$ cat src/rtl/cplx_interp_pkg.sv
// Shared types and width helpers for the complex linear interpolator.
package cplx_interp_pkg;

    // Controller states: waiting for a sample, or emitting interpolated points.
    typedef enum logic {
        IDLE = 1'b0,
        EMIT = 1'b1
    } state_t;

    // Output width: exact widening by the interpolation factor.
    function automatic int out_width(input int in_size, input int log2_r);
        return in_size + log2_r;
    endfunction

    // Difference of two IN_SIZE samples needs one extra bit.
    function automatic int delta_width(input int in_size);
        return in_size + 1;
    endfunction

endpackage

$ cat src/rtl/cplx_interp_lane.sv
// One channel of the interpolator: holds prev/cur, the segment slope and the
// running accumulator that drives the registered output.
module cplx_interp_lane
    import cplx_interp_pkg::*;
#(
    parameter int IN_SIZE = 16,
    parameter int LOG2_R  = 3,
    localparam int OUT_SIZE = out_width(IN_SIZE, LOG2_R),
    localparam int DLT_SIZE = delta_width(IN_SIZE)
) (
    input  logic                       clk,
    input  logic                       rst,
    input  logic                       load,
    input  logic                       step,
    input  logic                       commit,
    input  logic signed [IN_SIZE-1:0]  d,
    output logic signed [OUT_SIZE-1:0] q
);

    logic signed [IN_SIZE-1:0]  prev;
    logic signed [IN_SIZE-1:0]  cur;
    logic signed [DLT_SIZE-1:0] delta;
    logic signed [OUT_SIZE-1:0] acc;

    // On a back-to-back reload the committed cur is the new starting point,
    // so bypass the prev register in that same cycle.
    logic signed [IN_SIZE-1:0]  base_smp;
    logic signed [OUT_SIZE-1:0] base_acc;
    logic signed [OUT_SIZE-1:0] delta_ext;

    assign base_smp  = commit ? cur : prev;
    assign base_acc  = {base_smp, {LOG2_R{1'b0}}};
    assign delta_ext = OUT_SIZE'(delta);
    assign q         = acc;

    // prev and acc are architecturally visible after reset; cur/delta are
    // always written by a load before use.
    always_ff @(posedge clk) begin
        if (rst) begin
            prev <= '0;
            acc  <= '0;
        end else begin
            if (commit)
                prev <= cur;
            if (load)
                acc <= base_acc;
            else if (step)
                acc <= acc + delta_ext;
        end
    end

    // Segment slope and endpoint capture.
    always_ff @(posedge clk) begin
        if (load) begin
            cur   <= d;
            delta <= DLT_SIZE'(d) - DLT_SIZE'(base_smp);
        end
    end

endmodule

$ cat src/rtl/cplx_interp.sv
// Dual-channel I/Q linear interpolator by 2^LOG2_R with ready/valid on both
// sides. Owns the shared FSM, phase counter and handshake logic.
module cplx_interp
    import cplx_interp_pkg::*;
#(
    parameter int IN_SIZE = 16,
    parameter int LOG2_R  = 3,
    localparam int OUT_SIZE = out_width(IN_SIZE, LOG2_R)
) (
    input  logic                       clk,
    input  logic                       rst,
    input  logic                       in_valid,
    output logic                       in_ready,
    input  logic signed [IN_SIZE-1:0]  d1,
    input  logic signed [IN_SIZE-1:0]  d2,
    output logic                       out_valid,
    input  logic                       out_ready,
    output logic signed [OUT_SIZE-1:0] q1,
    output logic signed [OUT_SIZE-1:0] q2
);

    state_t            state, state_nxt;
    logic [LOG2_R-1:0] phase;
    logic              last_phase;
    logic              load, step, commit;

    assign last_phase = &phase;

    // State register.
    always_ff @(posedge clk) begin
        if (rst)
            state <= IDLE;
        else
            state <= state_nxt;
    end

    // Next state and handshake/datapath controls.
    always_comb begin
        state_nxt = state;
        in_ready  = 1'b0;
        out_valid = 1'b0;
        step      = 1'b0;
        commit    = 1'b0;
        load      = 1'b0;
        case (state)
            IDLE: begin
                in_ready = 1'b1;
                if (in_valid) begin
                    load      = 1'b1;
                    state_nxt = EMIT;
                end
            end
            EMIT: begin
                out_valid = 1'b1;
                if (out_ready) begin
                    if (last_phase) begin
                        commit   = 1'b1;
                        in_ready = 1'b1;
                        if (in_valid)
                            load = 1'b1;
                        else
                            state_nxt = IDLE;
                    end else begin
                        step = 1'b1;
                    end
                end
            end
            default: state_nxt = IDLE;
        endcase
    end

    // Phase counter: restarts on every load, advances on each non-final handshake.
    always_ff @(posedge clk) begin
        if (rst)
            phase <= '0;
        else if (load)
            phase <= '0;
        else if (step)
            phase <= phase + LOG2_R'(1);
    end

    cplx_interp_lane #(.IN_SIZE(IN_SIZE), .LOG2_R(LOG2_R)) u_lane_i (
        .clk    (clk),
        .rst    (rst),
        .load   (load),
        .step   (step),
        .commit (commit),
        .d      (d1),
        .q      (q1)
    );

    cplx_interp_lane #(.IN_SIZE(IN_SIZE), .LOG2_R(LOG2_R)) u_lane_q (
        .clk    (clk),
        .rst    (rst),
        .load   (load),
        .step   (step),
        .commit (commit),
        .d      (d2),
        .q      (q2)
    );

endmodule

$ cat config.mk
export PLATFORM = sky130hd
export DESIGN_NAME = cplx_interp
export DESIGN_NICKNAME = d
export VERILOG_FILES = /design/src/rtl/cplx_interp_pkg.sv /design/src/rtl/cplx_interp_lane.sv /design/src/rtl/cplx_interp.sv
export SDC_FILE = /design/constraint.sdc
export NUM_CORES = 1
export LEC_CHECK = 0
export CORE_MARGIN = 3
export CORE_UTILIZATION = 25
export DETAILED_ROUTE_END_ITERATION = 10
export PLACE_DENSITY_LB_ADDON = 0.15
export SETUP_SLACK_MARGIN = 0.2
export SLEW_MARGIN = 20
export SYNTH_ARGS = -nofsm -noshare
export SYNTH_HDL_FRONTEND = slang
export SYNTH_SLANG_ARGS = --single-unit
$ cat constraint.sdc
create_clock -name clk -period 8.6 [get_ports clk]
set_clock_uncertainty 0.2 [all_clocks]
set_input_delay 2.15 -clock clk [delete_from_list [all_inputs] [get_ports clk]]
set_output_delay 2.15 -clock clk [all_outputs]
set_load 0.1 [all_outputs]
Word level (Yosys, flattened, before mapping). Index checks and enable logic that the tools add are counted.

$add $sub $neg: 5. Mux-type cells: 21. Bitwise gates (word level): 1. Reduce and logical (&&, ||, !) cells: 3.

Operators by type and width (count): two-way mux 19 bit (4); adder 19 x 17 -> 19 bit (2); subtractor 16 x 16 -> 17 bit (2); two-way mux 16 bit (2); two-way mux 1 bit (12); case mux 1 bit (2 select lines) (3); adder 3 x 1 -> 3 bit (second input constant) (1); AND reduction 3 bit (1); nonzero test 2 bit (1); OR reduction 2 bit (1); NOT 1 bit (1).

Bits in registers: 140. Bits of input ports: 36. Output and inout port bits: 40. Logic and storage cells: 42.

Logic depth before layout (Yosys ltp). Gate-level depths: netlist of the first run.

Depth in word-level cells: 6. Depth in mapped cells: 17. Gate-level depth less buffers: 16.

Cells and area by module. From an unflattened synthesis of the first run, not the netlist that was laid out.

Cell total of the unflattened synthesis: 812. Area total of the unflattened synthesis: 8131.5 µm².

Modules (own cells, without submodules): cplx_interp_lane at u_lane_i (instances 1, cells an instance 421, area an instance 4092.7 µm², sequential area each 1691.6 µm²); cplx_interp_lane at u_lane_q (instances 1, cells an instance 368, area an instance 3821.2 µm², sequential area each 1691.6 µm²); cplx_interp (instances 1, cells an instance 23, area an instance 217.7 µm², sequential area each 80.1 µm²).

Least setup slack after synthesis of the first run. OpenSTA, ideal clock, no wires.

Path type: input port to flip-flop. Start: in out_ready. End: reg u_lane_i.delta[16], data pin. Setup time: 0.256 ns. Data arrival time: 5.474 ns. Required time: 8.144 ns. Setup slack: 2.671 ns. Stages: 15. Path buffers: 2. Cell sequence: nand3_4 -> buf_2 -> buf_1 -> mux2i_1 -> inv_1 -> fa_1 -> nand2b_1 -> a221oi_1 -> a2111o_1 -> a21oi_1 -> o21ai_1 -> a21oi_1 -> o41ai_2 -> nand2b_1 -> a41o_1.

Longest elaborated chain between the ends: 4.

RTL lines: start, declared (line cplx_interp.sv:17) `input logic out_ready,`; two-way mux 1 bit (line cplx_interp.sv:55) `if (out_ready) begin`; two-way mux 1 bit (line cplx_interp.sv:45) `case (state)`; two-way mux 16 bit; via u_lane_i.base_smp[1] (line cplx_interp_lane.sv:27) `logic signed [IN_SIZE-1:0] base_smp;`; subtractor 16 x 16 -> 17 bit (line cplx_interp_lane.sv:56) `delta <= DLT_SIZE'(d) - DLT_SIZE'(base_smp);`; end signal, assigned (line cplx_interp_lane.sv:56); end, declared (line cplx_interp_lane.sv:22) `logic signed [DLT_SIZE-1:0] delta;`.

The timed path passes the listed nets, and every way through them passes these cells. A chain may end at the register's enable or synchronous reset.

Worst setup path in the final report of the first run.
Start: in out_ready. End: out in_ready.

Longest elaborated chain between the ends: 2.

RTL lines: two-way mux 1 bit (line cplx_interp.sv:55); case mux 1 bit (2 select lines) (line cplx_interp.sv:45); end, declared (line cplx_interp.sv:13) `output logic in_ready,`.

Every way passes these cells.

==> results of run 1 <==
[registers in the layout, summed over array words and instances (netlist names)]
name	count
u_lane_i.prev	16
u_lane_i.cur	16
u_lane_q.delta	17
u_lane_q.prev	16
state	1
u_lane_i.q	19
u_lane_q.cur	16
u_lane_i.delta	17
phase	3
u_lane_q.q	19
[layout make-up]
type	instances	area, um^2
Tap cell	435	544.3
Inverter	39	146.4
Clock buffer	23	457.9
Clock inverter	9	143.9
Sequential cell	140	3463
Timing Repair Buffer	80	783.3
Multi-Input combinational cell	651	4548
Fill cell	3339	21960
[synth_stat cells (all sizes together), types with 7 or more instances]
| cell type | instances | area share |
|---|---|---|
| a211oi | 11 | 0.010 |
| a21o | 29 | 0.026 |
| a21oi | 67 | 0.042 |
| a221oi | 20 | 0.022 |
| a31oi | 10 | 0.0076 |
| clkbuf | 24 | 0.011 |
| dfxtp | 74 | 0.18 |
| edfxtp | 66 | 0.24 |
| ha | 62 | 0.094 |
| inv | 39 | 0.018 |
| mux2i | 36 | 0.047 |
| nand2 | 43 | 0.020 |
| nand2b | 17 | 0.013 |
| nand3 | 17 | 0.012 |
| nor2 | 124 | 0.056 |
| nor2b | 12 | 0.0091 |
| nor3 | 14 | 0.0085 |
| o21ai | 40 | 0.024 |
| or3 | 7 | 0.0053 |
| xnor2 | 33 | 0.035 |
| xor2 | 22 | 0.023 |
[cell families (layout without fill, tap and decap cells)]
group	Yosys count	count (layout)
AND/OR/NAND/NOR	260	260
multiplexers	36	36
flip-flops	140	140
buffers and inverters	68	151
adder cells (fa/ha/maj)	71	71
AO/OA/AOI/OAI	229	229
XOR/XNOR	55	55
[metal layers]
metal / GRT usage / vias to the layer above
met4: 0.03203 / 0
li1: - / 3285
met5: 0 / -
met1: 0.1802 / 3019
met2: 0.2140 / 119
met3: 0.02374 / 24
[power groups by stage]
stage          clock, W  combinational (W)  sequential (W)
6_report       0.000774           0.000323        0.000751
5_1_grt        0.000826           0.000356        0.000754
4_1_cts        0.000797           0.000327        0.000752
3_5_place_dp          0           0.000325        0.000766
3_3_place_gp          0           0.000325        0.000766
2_1_floorplan         0           0.000170        0.000823
[per-stage QoR]
stage                 util  area, um^2  std cells  setup slack, ps  power [W]
finish              0.3148       10090       1377             2074   0.001848
global route        0.3148       10090       1377             1915   0.001936
CTS                 0.3146       10080       1377             2040   0.001876
detailed placement  0.2959        9480       1345             1852   0.001091
global placement    0.2959        9480       1345             1884   0.001092
floorplan                -        8253        859             2671  0.0009935
[tightest hold or removal path, delay by kind of cell (launching register included)]
family             cells  cell delay (ps)
AOI/OAI and AO/OA      1               60
and+or+nand+nor        1               50
DFF                    1              310
[path summary, 6_finish.rpt]
| path | start | end | slack, ps | cells after the start |
|---|---|---|---|---|
| worst max register to register | phase[0]$_SDFFE_PP0P_ | u_lane_i.delta[16]$_DFFE_PP_ | 3690 | 15 |
| worst min register to register | phase[1]$_SDFFE_PP0P_ | phase[1]$_SDFFE_PP0P_ | 270 | 2 |
| worst min-delay path | phase[1]$_SDFFE_PP0P_ | phase[1]$_SDFFE_PP0P_ | 270 | 2 |
| worst max-delay path | out_ready | in_ready | 2070 | 4 |
==> run_summary.xml, run 1 <==
<?xml version="1.0" encoding="UTF-8"?>
<metrics>
  <group name="timing">
    <metric name="worst_pin_slew" unit="ps">1002</metric>
    <metric name="timing_max_transition_violations_final" unit="">0</metric>
    <metric name="finalSetupViolCount" unit="">0</metric>
    <metric name="fmax" unit="MHz">153.2</metric>
    <metric name="hold_viol_final" unit="">0</metric>
    <metric name="fin_tns_setup" unit="ps">0</metric>
    <metric name="post-route-min-period" unit="ps">6526</metric>
    <metric name="hold-worst-slack" unit="ps">265.4</metric>
    <metric name="maxSlewHeadroom" unit="">0.3298</metric>
    <metric name="unrepaired_setup_endpoints_after_global_routing" unit="">false</metric>
    <metric name="layout_worst_path_cycle_share" unit="">0.7589</metric>
  </group>
  <group name="cts">
    <metric name="cts-resized-gates" unit="">0</metric>
    <metric name="clock_insertion_delay_worst_skew" unit="ps">430</metric>
    <metric name="cts_tree" unit="">done</metric>
    <metric name="cts_hold_buffers" unit="">0</metric>
    <metric name="tritoncts.num_buffers" unit="">17</metric>
    <metric name="postCtsSetupBuffers" unit="">0</metric>
    <metric name="h-tree-depth" unit="">4</metric>
    <metric name="clock-sinks" unit="">140</metric>
    <metric name="cts.root.buffer_cell" unit="">clkbuf_16</metric>
    <metric name="clock_path_buffers" unit="">2</metric>
    <metric name="clk_pin_slew_worst_paths" unit="ps">60</metric>
  </group>
  <group name="worst_setup_path">
    <metric name="cp-end-kind" unit="">output pin</metric>
    <metric name="critPathSlowestCell" unit="">clkdlybuf4s50_1</metric>
    <metric name="cp.required" unit="ps">6250</metric>
    <metric name="crit_type" unit="">input pin to output pin</metric>
    <metric name="worst-path-max-fanout" unit="">5</metric>
    <metric name="list_of_cells_traversed_by_the_critical_path" unit="">clkdlybuf4s50_1 -&gt; nand2_1 -&gt; nand2_1 -&gt; clkdlybuf4s50_1</metric>
    <metric name="timing.critical_path.max_delay_family" unit="">buffers and inverters</metric>
    <metric name="critPathLaunchType" unit="">input pin</metric>
    <metric name="cp.arrival" unit="ps">4180</metric>
    <metric name="cp_slowest_stage_delay" unit="ps">1170</metric>
    <metric name="worstPathBufferInverterCount" unit="">2</metric>
  </group>
  <group name="logic_synthesis">
    <metric name="count_of_flip_flops_with_a_built_in_enable_after_synthesis" unit="">66</metric>
    <metric name="synth_area" unit="mm^2">0.008253</metric>
    <metric name="yosys.area_share.simple" unit="">0.1465</metric>
    <metric name="count_of_different_cell_masters_after_synthesis" unit="">69</metric>
    <metric name="synth_top_flop_cell" unit="">dfxtp_1</metric>
    <metric name="synth_top_family_by_area" unit="">compound AO/OA/AOI/OAI gates</metric>
    <metric name="synth_nets" unit="">961</metric>
    <metric name="synth_compound_area_frac" unit="">0.1877</metric>
    <metric name="synth.mux.area_fraction" unit="">0.04654</metric>
    <metric name="synthXorXnorAreaFrac" unit="">0.05837</metric>
    <metric name="yosysWarnings" unit="">0</metric>
    <metric name="yosys_register_bits" unit="">140</metric>
    <metric name="ys_seq_area_frac" unit="">0.4196</metric>
    <metric name="synthesis.area_per_instance" unit="um^2">9.608</metric>
    <metric name="synthAdderAreaFrac" unit="">0.1102</metric>
    <metric name="ys_async_sr_fraction" unit="">0</metric>
    <metric name="syn_inst" unit="">859</metric>
  </group>
  <group name="global_route">
    <metric name="grt_max_degree" unit="">71</metric>
    <metric name="grt-ovfl-total" unit="">0</metric>
    <metric name="grt.total_usage" unit="">0.1312</metric>
    <metric name="grt_antenna_before_repair" unit="">0</metric>
    <metric name="via_count_of_the_first_global_routing_pass" unit="">6495</metric>
    <metric name="grt_first_pass_wirelength" unit="um">36730</metric>
  </group>
  <group name="detailed_routing">
    <metric name="wl_met3" unit="um">717</metric>
    <metric name="dr.pass1.iters" unit="">5</metric>
    <metric name="vias_after_detailed_routing" unit="">6447</metric>
    <metric name="top_signal_layer_used" unit="">met4</metric>
    <metric name="avgRoutedWirePerCell" unit="um">16.53</metric>
    <metric name="wl_met2" unit="um">10420</metric>
    <metric name="totalWireLength" unit="um">22760</metric>
    <metric name="final_antenna_net_count" unit="">0</metric>
    <metric name="routedLengthMet1" unit="um">11360</metric>
    <metric name="drc_errors" unit="">0</metric>
    <metric name="drt-initial-drc-count" unit="">318</metric>
    <metric name="via_density" unit="">4.682</metric>
  </group>
  <group name="floorplan">
    <metric name="die_w" unit="um">187.7</metric>
    <metric name="initial_core_utilization" unit="">0.2576</metric>
    <metric name="pin_count" unit="">76</metric>
    <metric name="fp.dieH" unit="um">187.7</metric>
    <metric name="num_rows" unit="">65</metric>
    <metric name="die_area" unit="mm^2">0.03523</metric>
    <metric name="core_area" unit="mm^2">0.03204</metric>
  </group>
  <group name="power_and_ir_drop">
    <metric name="max-vdd-ir-drop" unit="uV">132.6</metric>
    <metric name="switchingPower" unit="W">0.0005115</metric>
    <metric name="p_per_cell_area" unit="mW/mm^2">183.2</metric>
    <metric name="netSwitchingFraction" unit="">0.2768</metric>
    <metric name="combinationalPowerShare" unit="">0.175</metric>
    <metric name="internal_power" unit="W">0.001336</metric>
    <metric name="p_leak" unit="nW">4.054</metric>
    <metric name="clock_power_share" unit="">0.419</metric>
    <metric name="sequential_cell_fraction_of_total_power" unit="">0.406</metric>
  </group>
  <group name="final_layout">
    <metric name="num_antenna_cells" unit="">0</metric>
    <metric name="most_common_cell_after_layout_fill_and_taps_aside" unit="">nor2_1</metric>
    <metric name="syn2layout_area_growth" unit="%">22.23</metric>
    <metric name="final_nets" unit="">1031</metric>
    <metric name="drive_gt1_frac" unit="">0.06263</metric>
    <metric name="layout.cells.most_common_list" unit="">nor2_1 (122), clkdlybuf4s50_1 (74), dfxtp_1 (74), edfxtp_1 (66), a21oi_1 (65)</metric>
  </group>
  <group name="placed_design">
    <metric name="post-dp-hpwl" unit="um">16020</metric>
    <metric name="placement.io_buffers" unit="">75</metric>
    <metric name="place.gp.congestion" unit="">0.8126</metric>
  </group>
  <group name="min_path">
    <metric name="hp-class" unit="">flip-flop to flip-flop</metric>
  </group>
  <group name="flow_run">
    <metric name="max_cap_viol_count" unit="">0</metric>
  </group>
  <group name="status">
    <metric name="run_status" unit="">completed</metric>
  </group>
</metrics>
Note: power is estimated with default switching activity, not from simulation.
==> run 2, diff against run 1 <==
==> constraint.sdc (replaced) <==
create_clock -name clk -period 5.7 [get_ports clk]
set_clock_uncertainty 0.2 [all_clocks]
set_input_delay 1.425 -clock clk [delete_from_list [all_inputs] [get_ports clk]]
set_output_delay 1.425 -clock clk [all_outputs]
set_load 0.1 [all_outputs]
==> run 2 against run 1 <==
  * Global-route usage is 0.050 points lower
  * Via count increased by 0.68%
  * Highest routed layer unchanged
  * Largest cell class unchanged
  * Count of clock-buffer cells in the layout fell by 3
  * Die area did not move
  * Combinational power increased by 50%
  * Largest power group unchanged
  * Hold slack lost 0.81 ps
  * Non-clock buffer count is 5 higher
==> run_summary.xml, run 2 (same netlist as run 1, synthesis figures left out) <==
<?xml version="1.0" encoding="UTF-8"?>
<metrics>
  <group name="placed_design">
    <metric name="placedInstanceArea" unit="mm^2">0.009515</metric>
    <metric name="place.gp.congestion" unit="">0.7973</metric>
    <metric name="placement.io_buffers" unit="">75</metric>
    <metric name="post-dp-hpwl" unit="um">16030</metric>
  </group>
  <group name="detailed_routing">
    <metric name="via_density" unit="">4.697</metric>
    <metric name="totalWireLength" unit="um">22700</metric>
    <metric name="drt-initial-drc-count" unit="">366</metric>
    <metric name="dr.pass1.iters" unit="">5</metric>
    <metric name="vias_after_detailed_routing" unit="">6491</metric>
    <metric name="avgRoutedWirePerCell" unit="um">16.43</metric>
    <metric name="final_antenna_net_count" unit="">0</metric>
    <metric name="drc_errors" unit="">0</metric>
  </group>
  <group name="timing">
    <metric name="finalSetupViolCount" unit="">0</metric>
    <metric name="maxSlewHeadroom" unit="">0.3312</metric>
    <metric name="layout_worst_path_cycle_share" unit="">0.8849</metric>
    <metric name="post-route-min-period" unit="ps">5044</metric>
    <metric name="fin_tns_setup" unit="ps">0</metric>
    <metric name="timing_max_transition_violations_final" unit="">0</metric>
    <metric name="hold_viol_final" unit="">0</metric>
    <metric name="fmax" unit="MHz">198.3</metric>
    <metric name="unrepaired_setup_endpoints_after_global_routing" unit="">false</metric>
    <metric name="worst_pin_slew" unit="ps">1003</metric>
  </group>
  <group name="floorplan">
    <metric name="fp.dieH" unit="um">187.7</metric>
    <metric name="core_area" unit="mm^2">0.03204</metric>
    <metric name="die_w" unit="um">187.7</metric>
    <metric name="num_rows" unit="">65</metric>
    <metric name="pin_count" unit="">76</metric>
    <metric name="initial_core_utilization" unit="">0.2576</metric>
    <metric name="die_area" unit="mm^2">0.03523</metric>
  </group>
  <group name="cts">
    <metric name="postCtsSetupBuffers" unit="">0</metric>
    <metric name="clock-sinks" unit="">140</metric>
    <metric name="clock_path_buffers" unit="">2</metric>
    <metric name="tritoncts.num_buffers" unit="">17</metric>
    <metric name="cts.root.buffer_cell" unit="">clkbuf_16</metric>
    <metric name="clk_pin_slew_worst_paths" unit="ps">60</metric>
    <metric name="h-tree-depth" unit="">4</metric>
    <metric name="cts_tree" unit="">done</metric>
    <metric name="cts_hold_buffers" unit="">0</metric>
    <metric name="clock_insertion_delay_worst_skew" unit="ps">430</metric>
    <metric name="cts-resized-gates" unit="">0</metric>
  </group>
  <group name="global_route">
    <metric name="grt_antenna_before_repair" unit="">0</metric>
    <metric name="grt-ovfl-total" unit="">0</metric>
    <metric name="via_count_of_the_first_global_routing_pass" unit="">6413</metric>
    <metric name="grt.total_usage" unit="">0.1307</metric>
    <metric name="grt_first_pass_wirelength" unit="um">36380</metric>
    <metric name="grt_max_degree" unit="">71</metric>
  </group>
  <group name="final_layout">
    <metric name="num_antenna_cells" unit="">0</metric>
    <metric name="syn2layout_area_growth" unit="%">23.07</metric>
    <metric name="layout.cells.most_common_list" unit="">nor2_1 (122), dfxtp_1 (74), clkdlybuf4s50_1 (73), edfxtp_1 (66), a21oi_1 (65)</metric>
    <metric name="drive_gt1_frac" unit="">0.07181</metric>
    <metric name="final_cell_area" unit="mm^2">0.01016</metric>
    <metric name="fill_cells" unit="">3361</metric>
    <metric name="final_nets" unit="">1036</metric>
    <metric name="most_common_cell_after_layout_fill_and_taps_aside" unit="">nor2_1</metric>
  </group>
  <group name="worst_setup_path">
    <metric name="crit_type" unit="">input pin to flip-flop</metric>
    <metric name="critPathLaunchType" unit="">input pin</metric>
    <metric name="cp-end-kind" unit="">flip-flop</metric>
    <metric name="worst-path-max-fanout" unit="">3</metric>
    <metric name="cp.arrival" unit="ps">5020</metric>
    <metric name="r2r_cells" unit="">16</metric>
    <metric name="cp.required" unit="ps">5680</metric>
  </group>
  <group name="status">
    <metric name="run_status" unit="">completed</metric>
  </group>
  <group name="power_and_ir_drop">
    <metric name="p_leak" unit="nW">4.083</metric>
    <metric name="p_per_cell_area" unit="mW/mm^2">282.0</metric>
    <metric name="max-vdd-ir-drop" unit="uV">210.5</metric>
  </group>
  <group name="flow_run">
    <metric name="max_cap_viol_count" unit="">0</metric>
  </group>
  <group name="min_path">
    <metric name="timing.hold.worst_path_depth" unit="">2</metric>
    <metric name="hp-class" unit="">flip-flop to flip-flop</metric>
  </group>
</metrics>
==> run 2: cell types whose count changed in the layout (fill, tap and decap cells not counted), sizes merged <==
cell           before  now
bufinv              4    5
buf                 6   12
clkinv              5    4
clkinvlp            0    3
clkbuf             23   20
clkdlybuf4s50      74   73
==> run 2: final timing paths <==
kind | from | endpoint | slack (ps)
setup / recovery | out_ready | u_lane_i.delta[16]$_DFFE_PP_ | 660
hold / removal | phase[2]$_SDFFE_PP0P_ | phase[2]$_SDFFE_PP0P_ | 260
setup reg to reg | phase[0]$_SDFFE_PP0P_ | u_lane_i.delta[16]$_DFFE_PP_ | 1230
hold reg to reg | phase[2]$_SDFFE_PP0P_ | phase[2]$_SDFFE_PP0P_ | 260
==> run 2: layout make-up <==
type / instances / area [um^2] / share of cell area
multi-input combinational: 651 / 4543 / 0.4473
clock inverter: 12 / 195.2 / 0.01922
timing repair buffer: 85 / 818.3 / 0.08056
tap: 435 / 544.3 / 0.05358
clock buffer: 20 / 446.7 / 0.04398
inverter: 39 / 146.4 / 0.01441
sequential: 140 / 3463 / 0.3410
==> run 2: where the power goes <==
part / internal (W) / switching (W)
Combinational: 0.000170 / 0.000315
Clock: 0.000786 / 0.000459
Sequential: 0.00111 / 0.0000277
==> run 2: metrics by stage <==
step	total power (W)	util	worst slack (ps)	hold WS, ps	cells
6_report	0.002864	0.3170	656.3	264.6	1382
5_1_grt	0.002992	0.3170	366.4	285.9	1382
3_5_place_dp	0.001645	0.2970	215.6	256.5	1350
2_1_floorplan	0.001499	-	495.7	240.0	859
3_3_place_gp	0.001647	0.2970	251.6	245.6	1350
4_1_cts	0.002901	0.3170	649.2	264.9	1382
==> run 2: metal layers <==
metal | part of all wire | track usage | vias up
li1 | - | - | 3285
met1 | 0.50 | 0.1793 | 3088
met2 | 0.46 | 0.2117 | 103
met3 | 0.030 | 0.02898 | 15
met4 | 0.0098 | 0.02713 | 0
met5 | 0 | 0 | -
==> run 2: worst max-delay path: stages <==
cell	delay, ps
clkdlybuf4s50_1	470
and3_1	240
mux2i_1	240
inv_1	90
ha_1	220
fa_1	410
nand2b_1	200
a221oi_1	260
a2111o_1	190
a21oi_1	90
o21ai_1	220
a21oi_1	130
o41ai_2	520
nand2b_1	100
a41o_1	210
